File: config.mk
export PLATFORM = sky130hd
export DESIGN_NAME = capi_primem_rdstrm
export DESIGN_NICKNAME = d
export VERILOG_FILES = /design/src/rtl/capi_primem_rdstrm.sv
export SDC_FILE = /design/constraint.sdc
export NUM_CORES = 1
export LEC_CHECK = 0
export CELL_PAD_IN_SITES_DETAIL_PLACEMENT = 0
export CELL_PAD_IN_SITES_GLOBAL_PLACEMENT = 2
export CORE_UTILIZATION = 23
export CTS_BUF_LIST = sky130_fd_sc_hd__clkbuf_8
export DETAILED_ROUTE_END_ITERATION = 12
export PLACE_DENSITY = 0.81
export SLEW_MARGIN = 20
export SYNTH_ARGS = -nofsm -noshare
export SYNTH_HDL_FRONTEND = slang
export SYNTH_SLANG_ARGS = --single-unit
export TNS_END_PERCENT = 30
File: constraint.sdc
create_clock -name clk -period 2.85 [get_ports clk]
set_input_delay 0.4275 -clock clk [delete_from_list [all_inputs] [get_ports clk]]
set_output_delay 0.4275 -clock clk [all_outputs]
set_load 0.03 [all_outputs]
File: src/rtl/capi_primem_rdstrm.sv
`timescale 1ns/1ps
// capi_primem_rdstrm
//
// Purpose: streaming read engine that sits on the low-priority read port of
// the priority dual-read memory. A {start address, count, tag} command is
// turned into `count` sequential reads. The in-order returns are collected
// into one registered output stage that carries the tag and a last flag.
// At most max_outst reads are in flight at once. A read counts as in flight
// from its issue until its data is delivered on o_*. This limit keeps the
// memory's low-priority return path from backing up.
//
// Optional feature: define CAPI_PRIMEM_RDSTRM_PERF_EN to build the two
// saturating performance counters. Without the macro both perf outputs are
// tied to zero and no counter flops exist.
//
// Ports:
//   clk, reset                  clock, asynchronous active-low reset
//   cmd_v/cmd_r                 command handshake
//   cmd_addr/cmd_cnt/cmd_tag    command fields (cnt 0 = 2**cnt_width reads)
//   o_rd_v/o_rd_r               read request handshake to the memory
//   o_rd_a/o_rd_aux             read address and {tag, last}
//   i_rd_v/i_rd_r               read return handshake from the memory
//   i_rd_d/i_rd_aux             return data and {tag, last}
//   o_v/o_r                     output beat handshake
//   o_d/o_tag/o_last            output beat payload
//   o_idle                      no command active and nothing in flight
//   o_perf_busy/o_perf_stl      busy-cycle and output-stall counters
//
// Handshakes: a transfer happens on a rising clk edge where valid and ready
// are both 1. A source holds valid and its payload stable until the transfer
// happens. Ready may change freely.

module capi_primem_rdstrm #(
   parameter int width      = 32,
   parameter int addr_width = 8,
   parameter int cnt_width  = 8,
   parameter int tag_width  = 4,
   parameter int max_outst  = 4
) (
   input  logic                   clk,
   input  logic                   reset,
   input  logic                   cmd_v,
   output logic                   cmd_r,
   input  logic [addr_width-1:0]  cmd_addr,
   input  logic [cnt_width-1:0]   cmd_cnt,
   input  logic [tag_width-1:0]   cmd_tag,
   output logic                   o_rd_v,
   input  logic                   o_rd_r,
   output logic [addr_width-1:0]  o_rd_a,
   output logic [tag_width:0]     o_rd_aux,
   input  logic                   i_rd_v,
   output logic                   i_rd_r,
   input  logic [width-1:0]       i_rd_d,
   input  logic [tag_width:0]     i_rd_aux,
   output logic                   o_v,
   input  logic                   o_r,
   output logic [width-1:0]       o_d,
   output logic [tag_width-1:0]   o_tag,
   output logic                   o_last,
   output logic                   o_idle,
   output logic [31:0]            o_perf_busy,
   output logic [31:0]            o_perf_stl
);

   localparam logic ST_IDLE  = 1'b0;
   localparam logic ST_ISSUE = 1'b1;

   localparam logic [3:0] OUTST_MAX = 4'(max_outst);

   logic                  state_q, state_d;
   logic [addr_width-1:0] addr_q, addr_d;
   logic [cnt_width-1:0]  rem_q, rem_d;
   logic [tag_width-1:0]  tag_q, tag_d;
   logic [3:0]            outst_q, outst_d;
   // Comes up one clock after reset release. It holds cmd_r, i_rd_r and
   // o_idle low until then.
   logic                  alive_q, alive_d;
   logic                  o_v_q, o_v_d;
   logic [width-1:0]      o_d_q, o_d_d;
   logic [tag_width-1:0]  o_tag_q, o_tag_d;
   logic                  o_last_q, o_last_d;

   logic cmd_fire, rd_fire, ret_fire, out_fire, rd_last;

   // A remaining count of 0 after latching means 2**cnt_width reads.
   // Decrementing through the wrap gives the right total.
   assign rd_last  = (rem_q == cnt_width'(1));

   assign cmd_r    = alive_q & (state_q == ST_IDLE);
   assign o_rd_v   = (state_q == ST_ISSUE) & (outst_q < OUTST_MAX);
   assign o_rd_a   = addr_q;
   assign o_rd_aux = {tag_q, rd_last};
   assign i_rd_r   = alive_q & (~o_v_q | o_r);
   assign o_v      = o_v_q;
   assign o_d      = o_d_q;
   assign o_tag    = o_tag_q;
   assign o_last   = o_last_q;
   assign o_idle   = alive_q & (state_q == ST_IDLE) & (outst_q == 4'd0);

   assign cmd_fire = cmd_v & cmd_r;
   assign rd_fire  = o_rd_v & o_rd_r;
   assign ret_fire = i_rd_v & i_rd_r;
   assign out_fire = o_v_q & o_r;

   always_comb begin
      state_d = state_q;
      addr_d  = addr_q;
      rem_d   = rem_q;
      tag_d   = tag_q;
      alive_d = 1'b1;
      case (state_q)
         ST_IDLE: begin
            if (cmd_fire) begin
               state_d = ST_ISSUE;
               addr_d  = cmd_addr;
               rem_d   = cmd_cnt;
               tag_d   = cmd_tag;
            end
         end
         default: begin
            if (rd_fire) begin
               addr_d = addr_q + addr_width'(1);
               rem_d  = rem_q - cnt_width'(1);
               // Returns come back in order, so the next command may start
               // while earlier data is still in flight.
               if (rd_last) state_d = ST_IDLE;
            end
         end
      endcase
   end

   always_comb begin
      outst_d = outst_q;
      case ({rd_fire, out_fire})
         2'b10:   outst_d = outst_q + 4'd1;
         2'b01:   outst_d = outst_q - 4'd1;
         default: outst_d = outst_q;
      endcase
   end

   always_comb begin
      o_v_d    = o_v_q;
      o_d_d    = o_d_q;
      o_tag_d  = o_tag_q;
      o_last_d = o_last_q;
      if (ret_fire) begin
         o_v_d    = 1'b1;
         o_d_d    = i_rd_d;
         o_tag_d  = i_rd_aux[tag_width:1];
         o_last_d = i_rd_aux[0];
      end else if (out_fire) begin
         o_v_d = 1'b0;
      end
   end

   always_ff @(posedge clk or negedge reset) begin
      if (!reset) begin
         state_q  <= ST_IDLE;
         addr_q   <= '0;
         rem_q    <= '0;
         tag_q    <= '0;
         outst_q  <= '0;
         alive_q  <= 1'b0;
         o_v_q    <= 1'b0;
         o_d_q    <= '0;
         o_tag_q  <= '0;
         o_last_q <= 1'b0;
      end else begin
         state_q  <= state_d;
         addr_q   <= addr_d;
         rem_q    <= rem_d;
         tag_q    <= tag_d;
         outst_q  <= outst_d;
         alive_q  <= alive_d;
         o_v_q    <= o_v_d;
         o_d_q    <= o_d_d;
         o_tag_q  <= o_tag_d;
         o_last_q <= o_last_d;
      end
   end

`ifdef CAPI_PRIMEM_RDSTRM_PERF_EN
   logic [31:0] perf_busy_q, perf_busy_d;
   logic [31:0] perf_stl_q, perf_stl_d;

   // Both counters stick at all-ones instead of wrapping.
   always_comb begin
      perf_busy_d = perf_busy_q;
      perf_stl_d  = perf_stl_q;
      if (!o_idle && (perf_busy_q != 32'hFFFF_FFFF))
         perf_busy_d = perf_busy_q + 32'd1;
      if (o_v_q && !o_r && (perf_stl_q != 32'hFFFF_FFFF))
         perf_stl_d = perf_stl_q + 32'd1;
   end

   always_ff @(posedge clk or negedge reset) begin
      if (!reset) begin
         perf_busy_q <= '0;
         perf_stl_q  <= '0;
      end else begin
         perf_busy_q <= perf_busy_d;
         perf_stl_q  <= perf_stl_d;
      end
   end

   assign o_perf_busy = perf_busy_q;
   assign o_perf_stl  = perf_stl_q;
`else
   assign o_perf_busy = 32'd0;
   assign o_perf_stl  = 32'd0;
`endif

endmodule

-- Word level (Yosys, flattened, before mapping)
Cells that the tools add are included.
- word-level logic and storage cells: 49
- input bits: 63
- bits in registers: 64
- memories: 0
- bits in latches: 0
- bits in read-only memories: 0
- output and inout bits: 119
- bits in writable memories: 0
- shift-type cells: 0
- divide/modulo/power cells: 0
- bitwise logic cells: 11
- multiplexer cells: 13
- equal/unequal tests: 4
- $lt $le $gt $ge: 1
- $add $sub $neg: 4
- multiply operators: 0
- reductions and logical operators: 6
- operators by type and width (operator ; count):
    8-bit 2-to-1 mux ; 6
    8-bit by 1-bit adder with 8-bit output (second input constant) ; 1
    1-bit AND ; 8
    8-bit by 1-bit == test with 1-bit output (second input constant) ; 1
    4-bit one-hot mux with 2 select lines ; 1
    8-bit by 1-bit subtractor with 8-bit output (second input constant) ; 1
    1-bit 2-to-1 mux ; 6
    2-bit nonzero test ; 3
    4-bit by 1-bit adder with 4-bit output (second input constant) ; 1
    4-bit logical NOT ; 1
    4-bit by 3-bit < comparator with 1-bit output (second input constant) ; 1
    2-bit AND reduction ; 2
    4-bit by 1-bit subtractor with 4-bit output (second input constant) ; 1
    2-bit by 1-bit == test with 1-bit output (second input constant) ; 1
    2-bit == test (second input constant) ; 1
    2-bit by 1-bit != test with 1-bit output (second input constant) ; 1
    1-bit NOT ; 2
    1-bit OR ; 1

-- Logic depth before layout (Yosys ltp)
- depth after elaboration: 5
- depth in mapped cells: 10
- gate-level depth less buffers: 9

-- Worst setup path after synthesis
Ideal clock, no wire load.
- kind: register to register
- start: register outst_q[2]
- end: register outst_q[2]
- cell stages (with the launch flop): 11
- setup time: 0.125 ns
- period minus slack after synthesis: 2.058 ns
- data required time: 2.725 ns
- buffers on the path: 1
- arrival: 1.932 ns
- path slack: 0.792 ns
- path through: dfrtp_1 > and4bb_2 > buf_4 > inv_1 > ha_1 > xor2_1 > ha_1 > a21oi_1 > xor2_1 > nor2_1 > xor2_1
- word-level cells in the longest chain between the ends: 5
- elaborated cells between the ends (all ways): 9
- those cells by class: add/sub (2); order compare (1); eq/ne (2); mux (1); bitwise (2); reduce/logical (1)
- RTL lines (what ; line ; source):
    from (decl) ; 74 ; logic [3:0] outst_q, outst_d;
    from (signal assigned) ; 173 ; outst_q <= outst_d;
    4-bit by 3-bit < comparator with 1-bit output ; 90 ; assign o_rd_v = (state_q == ST_ISSUE) & (outst_q < OUTST_MAX);
    1-bit AND ; 90 ;
    1-bit AND ; 101 ; assign rd_fire = o_rd_v & o_rd_r;
    2-bit by 1-bit == test with 1-bit output or 2-bit == test (tied branches) ; 134 ; case ({rd_fire, out_fire})
    4-bit one-hot mux with 2 select lines or 2-bit nonzero test (tied branches) ; - ;
Several ways; a longest one is shown, not always the timed one.
A chain may end at the register's enable or synchronous reset.

-- Worst setup path after layout
- start: register state_q
- end: output port o_idle
- word-level cells in the longest chain between the ends: 3
- RTL lines (what ; line ; source):
    from (decl) ; 70 ; logic state_q, state_d;
    from (signal assigned) ; 169 ; state_q <= state_d;
    1-bit NOT (no source line) ; - ;
    1-bit AND (2 in series) ; 98 ; assign o_idle = alive_q & (state_q == ST_IDLE) & (outst_q == 4'd0);
    to (decl) ; 60 ; output logic o_idle,
Every way passes these cells.

==> metrics.cfg <==
[logic_synthesis]
synth-edff-count=0
synth_top_flop_cell=dfrtp_1
synth_warnings=0
synth_seq_cells=64
syn_area_um2=3390
syn_avg_cell_area_um2=11.2
async_flop_share_pct=100
yosys.cell_types.count=37
synthCells=302
yosysSeqAreaShare_pct=47.2

[floorplanning]
start_util_pct=23.4
core_area_um2=14500
die_area_um2=15200
rows=44
die_h_um=123
die_w_um=123
io_pins=182

[grt]
grt_max_degree=39
grt_pass1_wl_um=12600
grt_pass1_vias=2464
grt_usage_pct=11.3
antenna_found_initial=0
grt_overflow_total=0

[drt]
firstDrtPassIters=4
ant_nets=0
totalWireLength_um=8120
vias_per_cell=4.02
route.detailed.drc=0
vias=2460
wl_per_cell_um=13.3
dr.first_iter.drc_count=66

[cells_and_area]
final_util_pct=33.1
fin_nets=492
synthToLayoutAreaGrowth_pct=41.2
final_cell_mix=clkdlybuf4s50_1 (115), conb_1 (65), dfrtp_1 (64)
fin_area_um2=4790
multi_input_area_um2=1460
n_fill_cell=1484
n_antenna_cell=0
instances_no_fill=612
ff_latch_area_um2=1600
layout.cells.most_common=clkdlybuf4s50_1
drive_above_1_share_pct=16.1

[cts]
postCtsHoldBufs=0
numCtsBuffers=9
path_clk_slew_ns=0.07
root_buffer=clkbuf_8
cts_resized=0
cts_setup_buffers=0
cts_tree=done
cts.sinks=64
htree_levels=3
clk_path_buf_depth=2
clock_latency_ns=0.35

[flow_run]
drv_cap=0

[critical_path]
path_class=reg2out
cp_max_fo=7
critPathLaunch=state_q
cp.buffers_inverters=1
path_cells=nor2b_1 -> and3_1 -> clkdlybuf4s50_1
cp-end-kind=primary output
slowest_stage=clkdlybuf4s50_1
start_kind=register
crit_path_max_incr_delay_ns=0.67
critPathTopFamily=buffers and inverters
r2r_start=outst_q[2]
required_ns=2.42
cp.arrival_ns=2.08

[pwr]
intPower_mw=2.61
power_frac_seq_pct=33.2
combPwrFrac_pct=45.2
p_sw_share_pct=39.9
clkPwrFrac_pct=21.6
power.density_nw_per_um2=908
peakVddDrop_mv=0.342
power_switching_mw=1.74
p_leak_nw=2.10

[placed_design]
dpl.cell_count=596
place.port_buffers=117
place_ws_ns=0.204
hpwl_um=5980
routabilityCongestion=0.743
place_area_um2=4550

[timing]
finalWorstSetupSlack_ns=0.346
setup_viol=0
rsz0062_at_grt=no
relSlewSlack_pct=52.4
hold_viol_final=0
period_share_pct=87.9
max_slew.worst_pin.slew_ns=0.714
skew_ns=0.00736
fmax_mhz=399
post-route-min-period_ns=2.50
slew_viol_final=0
fin_setup_tns_ns=0

[outcome]
outcome=finished, final reports clean

[min_path]
hold_class=in2async

==> area by class of cell <==
class                   count  share of cell area, %
flip-flops and latches     64                   33.4
clock buffers              12                   3.45
well taps                 184                   4.81
multi-input cells         219                   30.4
clock inverters             4                   1.57
inverters                   6                  0.470
repair buffers            123                   25.9
==> stage by stage <==
step / hold WS, ns / power (mW)
after floorplan: 0.132 / 2.78
after global placement: 0.480 / 3.42
after detailed placement: 0.477 / 3.44
after CTS: 0.135 / 4.42
after global routing: 0.169 / 4.67
final: 0.126 / 4.35
==> path summary, 6_finish.rpt <==
check,end,slack (ns),cells after the start
worst max-delay path,o_idle,0.35,3
worst min-delay path,rem_q[6],0.13,1
worst max register to register,outst_q[2],0.56,9
worst min register to register,outst_q[3],0.49,1
max in group asynchronous,o_d[10],2.08,2
min in group clk,outst_q[3],0.49,1
==> routing by layer <==
layer	track usage [%]	share of wire, %	up-vias
met5	0	0	-
met4	6.55	2.6	0
li1	-	-	1155
met3	4.89	10	16
met2	17.3	45	122
met1	13.1	42	1167
==> power by group through the flow <==
stage,Sequential [mW],Clock (mW),Combinational (mW)
floorplan,1.76,0,1.02
global placement,1.45,0,1.97
detailed placement,1.46,0,1.99
CTS,1.44,0.985,2.00
global route,1.49,1.02,2.15
finish,1.44,0.941,1.97
==> registers in the layout (all words and copies together) (netlist names), 4 cells and up <==
register  count
o_d          32
o_rd_a        8
o_tag         4
outst_q       4
rem_q         8
tag_q         4
==> logic make-up after synthesis <==
group	after synthesis	synth area share, %
mux	49	16.0
fa+ha+maj	6	2.21
xor+xnor	5	1.29
buf+inv	82	16.8
simple gates	51	9.04
flops	64	47.2
other cells	2	0.221
compound gates	43	7.23
==> worst reg2reg max path, stage by stage (launching register included) <==
cell	delay, ns
dfrtp_1	0.44
and4bb_2	0.46
inv_1	0.13
ha_1	0.27
xor2_1	0.18
ha_1	0.19
a21oi_1	0.15
xor2_1	0.16
nor2_1	0.06
xor2_1	0.13
==> cells in the mapped netlist, drive strengths merged, types with 2 or more instances <==
| master | instances | area [µm²] |
|---|---|---|
| buf | 74 | 539 |
| dfrtp | 64 | 1600 |
| mux2 | 42 | 473 |
| a21oi | 20 | 100 |
| nand2 | 12 | 45.0 |
| o22ai | 10 | 62.6 |
| nand3 | 8 | 40.0 |
| nor2 | 8 | 30.0 |
| o21ai | 8 | 40.0 |
| mux2i | 7 | 70.1 |
| ha | 6 | 75.1 |
| inv | 6 | 22.5 |
| xor2 | 4 | 35.0 |
| and2 | 3 | 18.8 |
| nand2b | 3 | 18.8 |
| and3 | 2 | 12.5 |
| clkbuf | 2 | 7.51 |
| conb | 2 | 7.51 |
| nand3b | 2 | 15.0 |
| nor3 | 2 | 10.0 |
| nor3b | 2 | 15.0 |
| nor4bb | 2 | 20.0 |
No activity file was read; power rests on OpenSTA's default activity.
